`src/rtl/mdu_pkg.sv`:
```
// Shared definitions for the HI/LO multiply/divide unit.
//   mdu_op_t       : 4-bit operation code carried on op_i
//   mdu_state_t    : FSM state encoding, also exported on the debug port
//   DIV_BY_ZERO_LO : LO value produced by a divide by zero
//   MUL_LAT_MAX    : upper bound on the multiplier latency parameter
//   sext64         : sign- or zero-extends a 32-bit operand to 64 bits
// The MADD/MADDU/MSUB/MSUBU encodings are always defined here.
// Only the MDU_MADD_EN build of mdu_hilo executes them.
package mdu_pkg;

  typedef enum logic [3:0] {
    MDU_NOP   = 4'd0,
    MDU_MULT  = 4'd1,
    MDU_MULTU = 4'd2,
    MDU_DIV   = 4'd3,
    MDU_DIVU  = 4'd4,
    MDU_MTHI  = 4'd5,
    MDU_MTLO  = 4'd6,
    MDU_MADD  = 4'd7,
    MDU_MADDU = 4'd8,
    MDU_MSUB  = 4'd9,
    MDU_MSUBU = 4'd10
  } mdu_op_t;

  typedef enum logic [1:0] {
    IDLE = 2'd0,
    MUL  = 2'd1,
    DIV  = 2'd2
  } mdu_state_t;

  localparam logic [31:0] DIV_BY_ZERO_LO = 32'hFFFF_FFFF;
  localparam int          MUL_LAT_MAX    = 4;

  function automatic logic [63:0] sext64(input logic is_signed, input logic [31:0] v);
    return is_signed ? {{32{v[31]}}, v} : {32'b0, v};
  endfunction

endpackage

```
`src/rtl/mdu_div_iter.sv`:
```
// Radix-2 restoring divider datapath: one quotient bit per i_step cycle.
// Ports:
//   clk, rst_n : clock, asynchronous active-low reset
//   i_load     : latch operands (magnitudes for signed, raw for unsigned)
//   i_step     : perform one shift/compare/subtract iteration
//   i_signed   : operands are two's complement (sampled with i_load)
//   i_a, i_b   : dividend, divisor (sampled with i_load)
//   o_quo      : quotient after the iteration in progress, sign-corrected
//   o_rem      : remainder after the iteration in progress, sign-corrected
// o_quo/o_rem are combinational from the current iteration.
// The caller captures them on the final iteration.
// This folds the sign fix-up into that last cycle.
module mdu_div_iter
  import mdu_pkg::*;
(
  input  logic        clk,
  input  logic        rst_n,
  input  logic        i_load,
  input  logic        i_step,
  input  logic        i_signed,
  input  logic [31:0] i_a,
  input  logic [31:0] i_b,
  output logic [31:0] o_quo,
  output logic [31:0] o_rem
);

  logic [31:0] r_rem;
  logic [31:0] r_quo;
  logic [31:0] r_div;
  logic        r_neg_q;
  logic        r_neg_r;
  logic        r_dbz;

  logic        w_a_neg;
  logic        w_b_neg;
  logic [31:0] w_a_abs;
  logic [31:0] w_b_abs;
  logic [32:0] w_sh;
  logic        w_ge;
  logic [31:0] w_diff;
  logic [31:0] w_rem_n;
  logic [31:0] w_quo_n;

  assign w_a_neg = i_signed & i_a[31];
  assign w_b_neg = i_signed & i_b[31];
  assign w_a_abs = w_a_neg ? (32'd0 - i_a) : i_a;
  assign w_b_abs = w_b_neg ? (32'd0 - i_b) : i_b;

  // Partial remainder shifted left with the next dividend bit.
  // Needs 33 bits because it can reach 2*divisor-1.
  assign w_sh    = {r_rem, r_quo[31]};
  assign w_ge    = (w_sh >= {1'b0, r_div});
  // When w_ge holds, the true difference is below the divisor.
  // So a 32-bit subtraction is exact.
  assign w_diff  = w_sh[31:0] - r_div;
  assign w_rem_n = w_ge ? w_diff : w_sh[31:0];
  assign w_quo_n = {r_quo[30:0], w_ge};

  // A zero divisor yields all-ones quotient bits and remainder |A|.
  // The remainder sign fix-up then restores rs, so only LO needs overriding.
  assign o_quo = r_dbz   ? DIV_BY_ZERO_LO :
                 r_neg_q ? (32'd0 - w_quo_n) : w_quo_n;
  assign o_rem = r_neg_r ? (32'd0 - w_rem_n) : w_rem_n;

  always_ff @(posedge clk or negedge rst_n) begin
    if (!rst_n) begin
      r_rem   <= '0;
      r_quo   <= '0;
      r_div   <= '0;
      r_neg_q <= 1'b0;
      r_neg_r <= 1'b0;
      r_dbz   <= 1'b0;
    end else if (i_load) begin
      r_rem   <= '0;
      r_quo   <= w_a_abs;
      r_div   <= w_b_abs;
      r_neg_q <= w_a_neg ^ w_b_neg;
      r_neg_r <= w_a_neg;
      r_dbz   <= (i_b == 32'd0);
    end else if (i_step) begin
      r_rem   <= w_rem_n;
      r_quo   <= w_quo_n;
    end
  end

endmodule

```
`src/rtl/mdu_hilo.sv`:
```
// Multi-cycle multiply/divide unit owning the architectural HI/LO registers.
// Ports:
//   clk, rst_n  : clock, asynchronous active-low reset
//   start_i     : one-cycle op pulse (already qualified with EX advancing)
//   op_i        : mdu_op_t encoding
//   rs_i, rt_i  : operands A and B (post-bypass)
//   cancel_i    : flush; aborts an in-flight op and drops a same-cycle start
//   isbusy      : operation in flight, HI/LO not yet final
//   hi_o, lo_o  : architectural HI and LO
//   dbg_state_o : current FSM state
// Optional feature macro: MDU_MADD_EN.
// When defined, MADD/MADDU/MSUB/MSUBU accumulate into {HI,LO}.
// When undefined, those encodings are no-ops.
//
// Handshake: start_i is accepted only in IDLE when cancel_i is low.
// MTHI/MTLO commit on the accept edge and never raise isbusy.
// MUL/DIV ops raise isbusy from the accept edge until the edge that writes HI/LO.
// HI and LO become visible in the same cycle that isbusy falls.
// A start_i seen while isbusy is high is ignored.
module mdu_hilo
  import mdu_pkg::*;
#(
  parameter int MUL_LAT  = 2,
  parameter int DIV_ITER = 32
)(
  input  logic        clk,
  input  logic        rst_n,
  input  logic        start_i,
  input  logic [3:0]  op_i,
  input  logic [31:0] rs_i,
  input  logic [31:0] rt_i,
  input  logic        cancel_i,
  output logic        isbusy,
  output logic [31:0] hi_o,
  output logic [31:0] lo_o,
  output mdu_state_t  dbg_state_o
);

  localparam int MUL_LAT_C = (MUL_LAT > MUL_LAT_MAX) ? MUL_LAT_MAX :
                             (MUL_LAT < 1)           ? 1 : MUL_LAT;
  // The operand latch is the first stage; PIPE_N product stages follow it.
  localparam int PIPE_N    = (MUL_LAT_C > 1) ? MUL_LAT_C - 1 : 1;
  localparam logic [5:0] CNT_MUL = 6'(MUL_LAT_C);
  localparam logic [5:0] CNT_DIV = 6'(DIV_ITER);

  mdu_state_t  r_state;
  mdu_state_t  w_state_nxt;
  logic [5:0]  r_cnt;
  logic [5:0]  w_cnt_nxt;
  logic [31:0] r_hi;
  logic [31:0] r_lo;
  logic        w_hilo_we;
  logic [31:0] w_hi_d;
  logic [31:0] w_lo_d;

  mdu_op_t     w_op;
  logic        w_mul_load;
  logic        w_div_load;
  logic        w_div_step;
  logic [31:0] w_div_quo;
  logic [31:0] w_div_rem;

  logic [31:0] r_mul_a;
  logic [31:0] r_mul_b;
  logic        r_mul_signed;
  logic [63:0] r_pipe [PIPE_N];
  logic [63:0] w_prod;
  logic [63:0] w_pipe_out;

`ifdef MDU_MADD_EN
  logic        r_is_acc;
  logic        r_acc_sub;
  logic [63:0] r_acc_prod;
`endif

  assign w_op        = mdu_op_t'(op_i);
  assign isbusy      = (r_state != IDLE);
  assign hi_o        = r_hi;
  assign lo_o        = r_lo;
  assign dbg_state_o = r_state;

  // The low 64 bits of the extended product are correct for both signednesses.
  assign w_prod = sext64(r_mul_signed, r_mul_a) * sext64(r_mul_signed, r_mul_b);

  generate
    if (MUL_LAT_C > 1) begin : g_pipe_out
      assign w_pipe_out = r_pipe[PIPE_N-1];
    end else begin : g_comb_out
      assign w_pipe_out = w_prod;
    end
  endgenerate

  always_comb begin
    w_state_nxt = r_state;
    w_cnt_nxt   = r_cnt;
    w_hilo_we   = 1'b0;
    w_hi_d      = r_hi;
    w_lo_d      = r_lo;
    w_mul_load  = 1'b0;
    w_div_load  = 1'b0;
    w_div_step  = 1'b0;
    if (cancel_i) begin
      // Flush beats everything, including the final write cycle.
      w_state_nxt = IDLE;
      w_cnt_nxt   = '0;
    end else begin
      case (r_state)
        IDLE: begin
          if (start_i) begin
            case (w_op)
              MDU_MULT, MDU_MULTU: begin
                w_mul_load  = 1'b1;
                w_state_nxt = MUL;
                w_cnt_nxt   = CNT_MUL;
              end
`ifdef MDU_MADD_EN
              MDU_MADD, MDU_MADDU, MDU_MSUB, MDU_MSUBU: begin
                w_mul_load  = 1'b1;
                w_state_nxt = MUL;
                w_cnt_nxt   = CNT_MUL + 6'd1;
              end
`endif
              MDU_DIV, MDU_DIVU: begin
                w_div_load  = 1'b1;
                w_state_nxt = DIV;
                w_cnt_nxt   = CNT_DIV;
              end
              MDU_MTHI: begin
                w_hilo_we = 1'b1;
                w_hi_d    = rs_i;
              end
              MDU_MTLO: begin
                w_hilo_we = 1'b1;
                w_lo_d    = rs_i;
              end
              default: ;
            endcase
          end
        end
        MUL: begin
          w_cnt_nxt = r_cnt - 6'd1;
          if (r_cnt == 6'd1) begin
            w_hilo_we   = 1'b1;
            w_state_nxt = IDLE;
`ifdef MDU_MADD_EN
            if (r_is_acc) begin
              {w_hi_d, w_lo_d} = r_acc_sub ? ({r_hi, r_lo} - r_acc_prod)
                                           : ({r_hi, r_lo} + r_acc_prod);
            end else begin
              {w_hi_d, w_lo_d} = w_pipe_out;
            end
`else
            {w_hi_d, w_lo_d} = w_pipe_out;
`endif
          end
        end
        DIV: begin
          w_div_step = 1'b1;
          w_cnt_nxt  = r_cnt - 6'd1;
          if (r_cnt == 6'd1) begin
            w_hilo_we   = 1'b1;
            w_hi_d      = w_div_rem;
            w_lo_d      = w_div_quo;
            w_state_nxt = IDLE;
          end
        end
        default: begin
          w_state_nxt = IDLE;
          w_cnt_nxt   = '0;
        end
      endcase
    end
  end

  always_ff @(posedge clk or negedge rst_n) begin
    if (!rst_n) begin
      r_state <= IDLE;
      r_cnt   <= '0;
      r_hi    <= '0;
      r_lo    <= '0;
    end else begin
      r_state <= w_state_nxt;
      r_cnt   <= w_cnt_nxt;
      if (w_hilo_we) begin
        r_hi <= w_hi_d;
        r_lo <= w_lo_d;
      end
    end
  end

  always_ff @(posedge clk or negedge rst_n) begin
    if (!rst_n) begin
      r_mul_a      <= '0;
      r_mul_b      <= '0;
      r_mul_signed <= 1'b0;
    end else if (w_mul_load) begin
      r_mul_a      <= rs_i;
      r_mul_b      <= rt_i;
      r_mul_signed <= (w_op == MDU_MULT) || (w_op == MDU_MADD) || (w_op == MDU_MSUB);
    end
  end

  // Operands stay frozen for the whole op, so the pipe runs without enables.
  always_ff @(posedge clk or negedge rst_n) begin
    if (!rst_n) begin
      for (int i = 0; i < PIPE_N; i++) r_pipe[i] <= '0;
    end else begin
      r_pipe[0] <= w_prod;
      for (int i = 1; i < PIPE_N; i++) r_pipe[i] <= r_pipe[i-1];
    end
  end

`ifdef MDU_MADD_EN
  // Extra stage for accumulate ops.
  // On the final cycle it holds the product that was ready one cycle earlier.
  always_ff @(posedge clk or negedge rst_n) begin
    if (!rst_n) begin
      r_is_acc   <= 1'b0;
      r_acc_sub  <= 1'b0;
      r_acc_prod <= '0;
    end else begin
      r_acc_prod <= w_pipe_out;
      if (w_mul_load) begin
        r_is_acc  <= (w_op == MDU_MADD) || (w_op == MDU_MADDU) ||
                     (w_op == MDU_MSUB) || (w_op == MDU_MSUBU);
        r_acc_sub <= (w_op == MDU_MSUB) || (w_op == MDU_MSUBU);
      end
    end
  end
`endif

  mdu_div_iter u_div (
    .clk      (clk),
    .rst_n    (rst_n),
    .i_load   (w_div_load),
    .i_step   (w_div_step),
    .i_signed (w_op == MDU_DIV),
    .i_a      (rs_i),
    .i_b      (rt_i),
    .o_quo    (w_div_quo),
    .o_rem    (w_div_rem)
  );

endmodule

```
`config.mk`:
```
export PLATFORM = sky130hd
export DESIGN_NAME = mdu_hilo
export DESIGN_NICKNAME = d
export VERILOG_FILES = /design/src/rtl/mdu_pkg.sv /design/src/rtl/mdu_div_iter.sv /design/src/rtl/mdu_hilo.sv
export SDC_FILE = /design/constraint.sdc
export NUM_CORES = 2
export LEC_CHECK = 0
export BUFFER_PORTS_ARGS = -buffer_cell sky130_fd_sc_hd__buf_4
export CORE_MARGIN = 2
export CORE_UTILIZATION = 56
export DETAILED_ROUTE_END_ITERATION = 12
export HOLD_SLACK_MARGIN = 0.05
export PLACE_DENSITY = 0.82
export SYNTH_ARGS = -nofsm -noshare
export SYNTH_HDL_FRONTEND = slang
export SYNTH_SLANG_ARGS = --single-unit
```
`constraint.sdc`:
```
create_clock -name clk -period 17.3 [get_ports clk]
set_input_delay 3.46 -clock clk [delete_from_list [all_inputs] [get_ports clk]]
set_output_delay 3.46 -clock clk [all_outputs]
set_load 0.03 [all_outputs]
```
# Word level (Yosys, flattened, before mapping)
# Cells that the tools add are included.
# W data, S select, Z words.
[classes]
n_reduce_logical = 15
bitwise_logic = 4
multipliers = 1
addsub = 6
magnitude_cmp = 1
eq_ne = 19
n_mux = 46
[op_table]
columns = ["op", "count"]
rows = [
  ["$mux W32", 18],
  ["$pmux W32 S3", 2],
  ["$mux W64", 2],
  ["$sub A1 B32 Y32 const A", 4],
  ["$mul A64 B64 Y64", 1],
  ["$ge A33 B32 Y1", 1],
  ["$logic_not A32 Y1", 1],
  ["$sub A32 B32 Y32", 1],
  ["$pmux W6 S2", 2],
  ["$eq A4 B3 Y1 const B", 4],
  ["$mux W1", 14],
  ["$reduce_and A7 Y1", 2],
  ["$mux W6", 2],
  ["$eq A4 B2 Y1 const B", 2],
  ["$pmux W2 S2", 2],
  ["$reduce_or A2 Y1", 4],
  ["$eq A6 B1 Y1 const B", 1],
  ["$mux W2", 3],
  ["$ne A2 B2 Y1 const B", 3],
  ["$sub A6 B1 Y6 const B", 1],
  ["$eq A4 B1 Y1 const B", 1],
  ["$eq A4 B4 Y1 const B", 1],
  ["$ne A2 B1 Y1 const B", 2],
  ["$ne A4 B2 Y1 const B", 1],
  ["other kinds (14)", 17],
]
[word_totals]
out_inout_bits = 67
regBits = 300
in_bits = 72

# Depth between registers and ports, before layout
[logic_depth]
ltp_word = 7
mapped_depth = 39

# Cells and area by module
# A second synthesis with hierarchy kept.
[unflattened]
hier_cells = 6926
hier_area_um2 = 65382.7
[by_module_without_submodules]
columns = ["module", "area_per_inst_um2", "n_inst", "cells_each", "seq_area_each_um2"]
rows = [
  ["mdu_hilo", 55761.0, 1, 5682, 5029.8],
  ["mdu_div_iter", 9621.7, 1, 1244, 2477.4],
]

# Worst setup path before layout
# Ideal clock, no wire load.
[synth_timing]
kind = "reg-to-reg"
from = "register r_mul_signed"
to = "register r_pipe[62] (netlist bit)"
t_required_ns = 17.173
setup_slack_ns = 7.902
n_path_buf = 3
stages_incl_launch_ff = 34
arrival_time_ns = 9.271
setup_ns = 0.127
synth_period_minus_slack_ns = 9.398
path_cell_list = "dfrtp_1 and2_1 clkbuf_1 clkbuf_1 nand2_1 fa_1 inv_1 fa_1 fa_1 inv_1 fa_1 inv_1 fa_1 fa_1 fa_1 fa_1 fa_1 inv_1 fa_1 inv_1 ha_1 clkbuf_1 a21o_1 a21o_1 a21o_1 a21o_1 a21oi_1 o21ai_0 a21oi_1 a31oi_1 a311oi_1 o21a_1 o21ai_1 xor2_1"
[synth_via]
elab_chain_cells = 2
word_cells_on_any_way = 3
cone_classes = "mul: 1; mux: 2"
[synth_lines]
columns = ["item", "line", "source"]
rows = [
  ["start, declared", "mdu_hilo.sv:65", "logic r_mul_signed;"],
  ["start signal, assigned", "mdu_hilo.sv:199", "r_mul_signed <= (w_op == MDU_MULT) || (w_op == MDU_MADD) || (w_op == MDU_MSUB);"],
  ["$mux W64", "mdu_pkg.sv:35", "return is_signed ? {{32{v[31]}}, v} : {32'b0, v};"],
  ["$mul A64 B64 Y64 (*)", "mdu_hilo.sv:83", "assign w_prod = sext64(r_mul_signed, r_mul_a) * sext64(r_mul_signed, r_mul_b);"],
  ["named net w_prod[62]", "mdu_hilo.sv:67", "logic [63:0] w_prod;"],
  ["end, declared", "mdu_hilo.sv:66", "logic [63:0] r_pipe [PIPE_N];"],
]
# Mark *: on every way through the listed nets, which the timed path passes. The rest lies on a longest branch.
# A chain may end at the register's enable or synchronous reset.

# Worst setup path after layout
[layout_timing]
from = "register r_mul_a[31]"
to = "register r_pipe[62] (netlist bit)"
[layout_via]
elab_chain_cells = 2
[layout_lines]
columns = ["item", "line", "source"]
rows = [
  ["start, declared", "mdu_hilo.sv:63", "logic [31:0] r_mul_a;"],
  ["start signal, assigned", "mdu_hilo.sv:197", "r_mul_a <= rs_i;"],
  ["$mux W64", "mdu_pkg.sv:35", ""],
  ["$mul A64 B64 Y64", "mdu_hilo.sv:83", ""],
  ["named net w_prod[62]", "mdu_hilo.sv:67", ""],
]
# The timed path passes the listed nets, and every way through them passes these cells.

==> results.cfg <==
[place]
port_buffers = 138
post-dp-hpwl_um = 154000
dp_slack_ns = 6.81
place.gp.congestion = 1.02

[setup_path]
cpPeakStageDelay_ns = 0.88
crit_top_cell = fa_1
r2r-start = r_mul_a[31]
cp_max_fo = 41
crit_slowest_cell = fa_1
r2r_cells = 32
cp-start-kind = register
required_ns = 17.79
crit_arrival_ns = 11.10
r2r-end = r_pipe[62]
cp-end-kind = register
criticalPathCategory = reg2reg
regToRegSetupSlack_ns = 6.69

[final_layout]
seq_area_um2 = 7510
fin_nets = 8766
drive_gt1_share_pct = 5.73
syn2layout_area_growth_pct = 5.12
multi_input_area_um2 = 50400
fillers = 9658

[min_path]
hold_path_end = lo_o[23]
hp-class = reg2reg
min_from = lo_o[23]
holdPathStages = 1

[detailed_routing]
drt-total-wl_um = 194000
dr.pass1.iters = 9
drc = 0
drt-wirelength-per-cell_um = 23.0
ant_nets = 0
viasPerCell = 5.83
dr.first_iter.drc_count = 4329
via_count = 49400

[clock_tree]
cts_root_buffer = clkbuf_16
clkSinkCount = 300
htree_levels = 1
cts.clk_slew.worst_paths_ns = 0.07
post_cts_buffers = 0
tritoncts = yes
clock_path_buffers = 3
ctsHoldBuffers = 0
cts-buffers-inserted = 30
insertion_delay_ns = 0.61
cts-resized-gates = 0

[synth]
ys_seq_area_share_pct = 11.5
synth_cells = 7036
ys_ff_latch = 300
syn-mean-instance-area_um2 = 9.26
ys_types = 99
synth_top_flop_cell = dfrtp_1
yosys_warnings = 0
synthesis.area_um2 = 65200
ys_async_sr_fraction_pct = 100
syn_nets = 8881
synth_edf_count = 0

[die]
initial_core_util_pct = 56.3
die-area_um2 = 119000
io_pins = 139
rows = 125
die_h_um = 345
core-area_um2 = 116000
die_x_um = 345

[global_routing]
grt_antenna_before_repair = 4
grt_first_pass_wirelength_um = 307000
grt-ovfl-total = 0
grt_pass1_vias = 53700
track_usage_pct = 33.5
grt_start_max_net_pins = 113

[timing]
setup_viol = 0
slew_headroom_pct = 19.8
worst_pin_slew_ns = 1.20
fmax_ghz = 0.0943
timing.final.crit_share_pct = 61.3
whs_ns = 0.479
slew_violations = 0
rsz0062_at_grt = no
skew_ns = 0.0192
fin_crit_ns = 10.61
finalHoldViolCount = 0
fin_ws_ns = 6.69
tns_ns = 0

[run]
cap_viol_max_count = 0

[status]
status = completed
-- final cells by class --
type | instances | share of cell area [%]
Antenna cell | 4 | 0.0146
Inverter | 1568 | 8.59
Clock buffer | 36 | 1.19
Clock inverter | 20 | 0.413
Timing Repair Buffer | 229 | 2.52
Sequential cell | 300 | 11.0
Tap cell | 1524 | 2.78
Multi-Input combinational cell | 4792 | 73.5
-- kinds of logic (layout without fill, tap and decap cells) --
group,Yosys count,in the layout,share of synthesized area [%]
buf+inv,1944,1853,11.3
simple gates,1886,1886,14.2
fa+ha+maj,1775,1775,50.4
compound gates,790,790,7.75
flops,300,300,11.5
xor+xnor,267,267,3.59
mux,74,74,1.25
other cells,0,4,0
-- sequential cells by signal, indices dropped and copies added (netlist names) --
signal         count
u_div.r_div       32
r_pipe            64
lo_o              32
dbg_state_o        2
r_mul_signed       1
u_div.r_neg_q      1
u_div.r_rem       32
u_div.r_quo       32
u_div.r_neg_r      1
r_mul_a           32
u_div.r_dbz        1
r_cnt              6
r_mul_b           32
hi_o              32
-- per-stage QoR --
step                      instances  instance area, µm²  util [%]
after CTS                      8469               68500      59.2
after floorplan                7036               65200         -
after global routing           8470               68500      59.2
after global placement         8413               67400      58.2
after detailed placement       8413               67400      58.2
final                          8473               68500      59.2
-- worst max-delay path by stage --
stage                 startpoint         end
global placement     r_mul_a[31]  r_pipe[62]
detailed placement   r_mul_a[31]  r_pipe[62]
global route         r_mul_a[31]  r_pipe[62]
floorplan           r_mul_signed  r_pipe[62]
CTS                  r_mul_a[31]  r_pipe[62]
finish               r_mul_a[31]  r_pipe[62]
-- worst max-delay path: cells and delay by family, from the launching register on --
kind,cells,cell delay (ns)
AOI/OAI and AO/OA,11,2.17
DFF,1,0.33
buffers and inverters,7,1.36
and+or+nand+nor,2,0.44
xor gates and xnor gates,1,0.15
adders and majority gates,11,6.02
-- layout by cell type, fill, tap and decap left out, types with 27 or more instances in the layout --
cell	instances
xor2_1	87
fa_1	1414
xnor2_1	180
ha_1	356
a221oi_1	27
a31oi_1	52
a211oi_1	38
nand3_1	62
a21oi_1	161
o31ai_1	34
and2_1	598
dfrtp_1	295
mux2_2	60
nor3_1	54
nor2_1	210
inv_1	1565
nand2_1	777
buf_4	228
a21o_1	70
and3_1	37
clkbuf_16	30
o21ai_0	243
-- Yosys cell counts, drive strengths merged, types with 72 or more instances --
cell | n | area [µm²]
xor2 | 87 | 762
ha | 359 | 4490
a21o | 72 | 542
dfrtp | 300 | 7510
clkbuf | 323 | 1210
nor2 | 211 | 792
nand2 | 779 | 2930
and2 | 598 | 3740
o21ai | 266 | 1340
xnor2 | 180 | 1580
fa | 1414 | 28300
a21oi | 165 | 837
inv | 1566 | 5880
-- metal layers --
layer	routed length (µm)	vias to the layer above	global-route usage (%)
li1	-	20900	-
met1	72300	25200	42.4
met2	90300	2648	54.0
met3	19700	643	7.11
met4	12300	2	18.4
met5	9	-	0
Power is not shown: default switching activity piles up to over one toggle a cycle in this logic, so the estimate is an artifact.
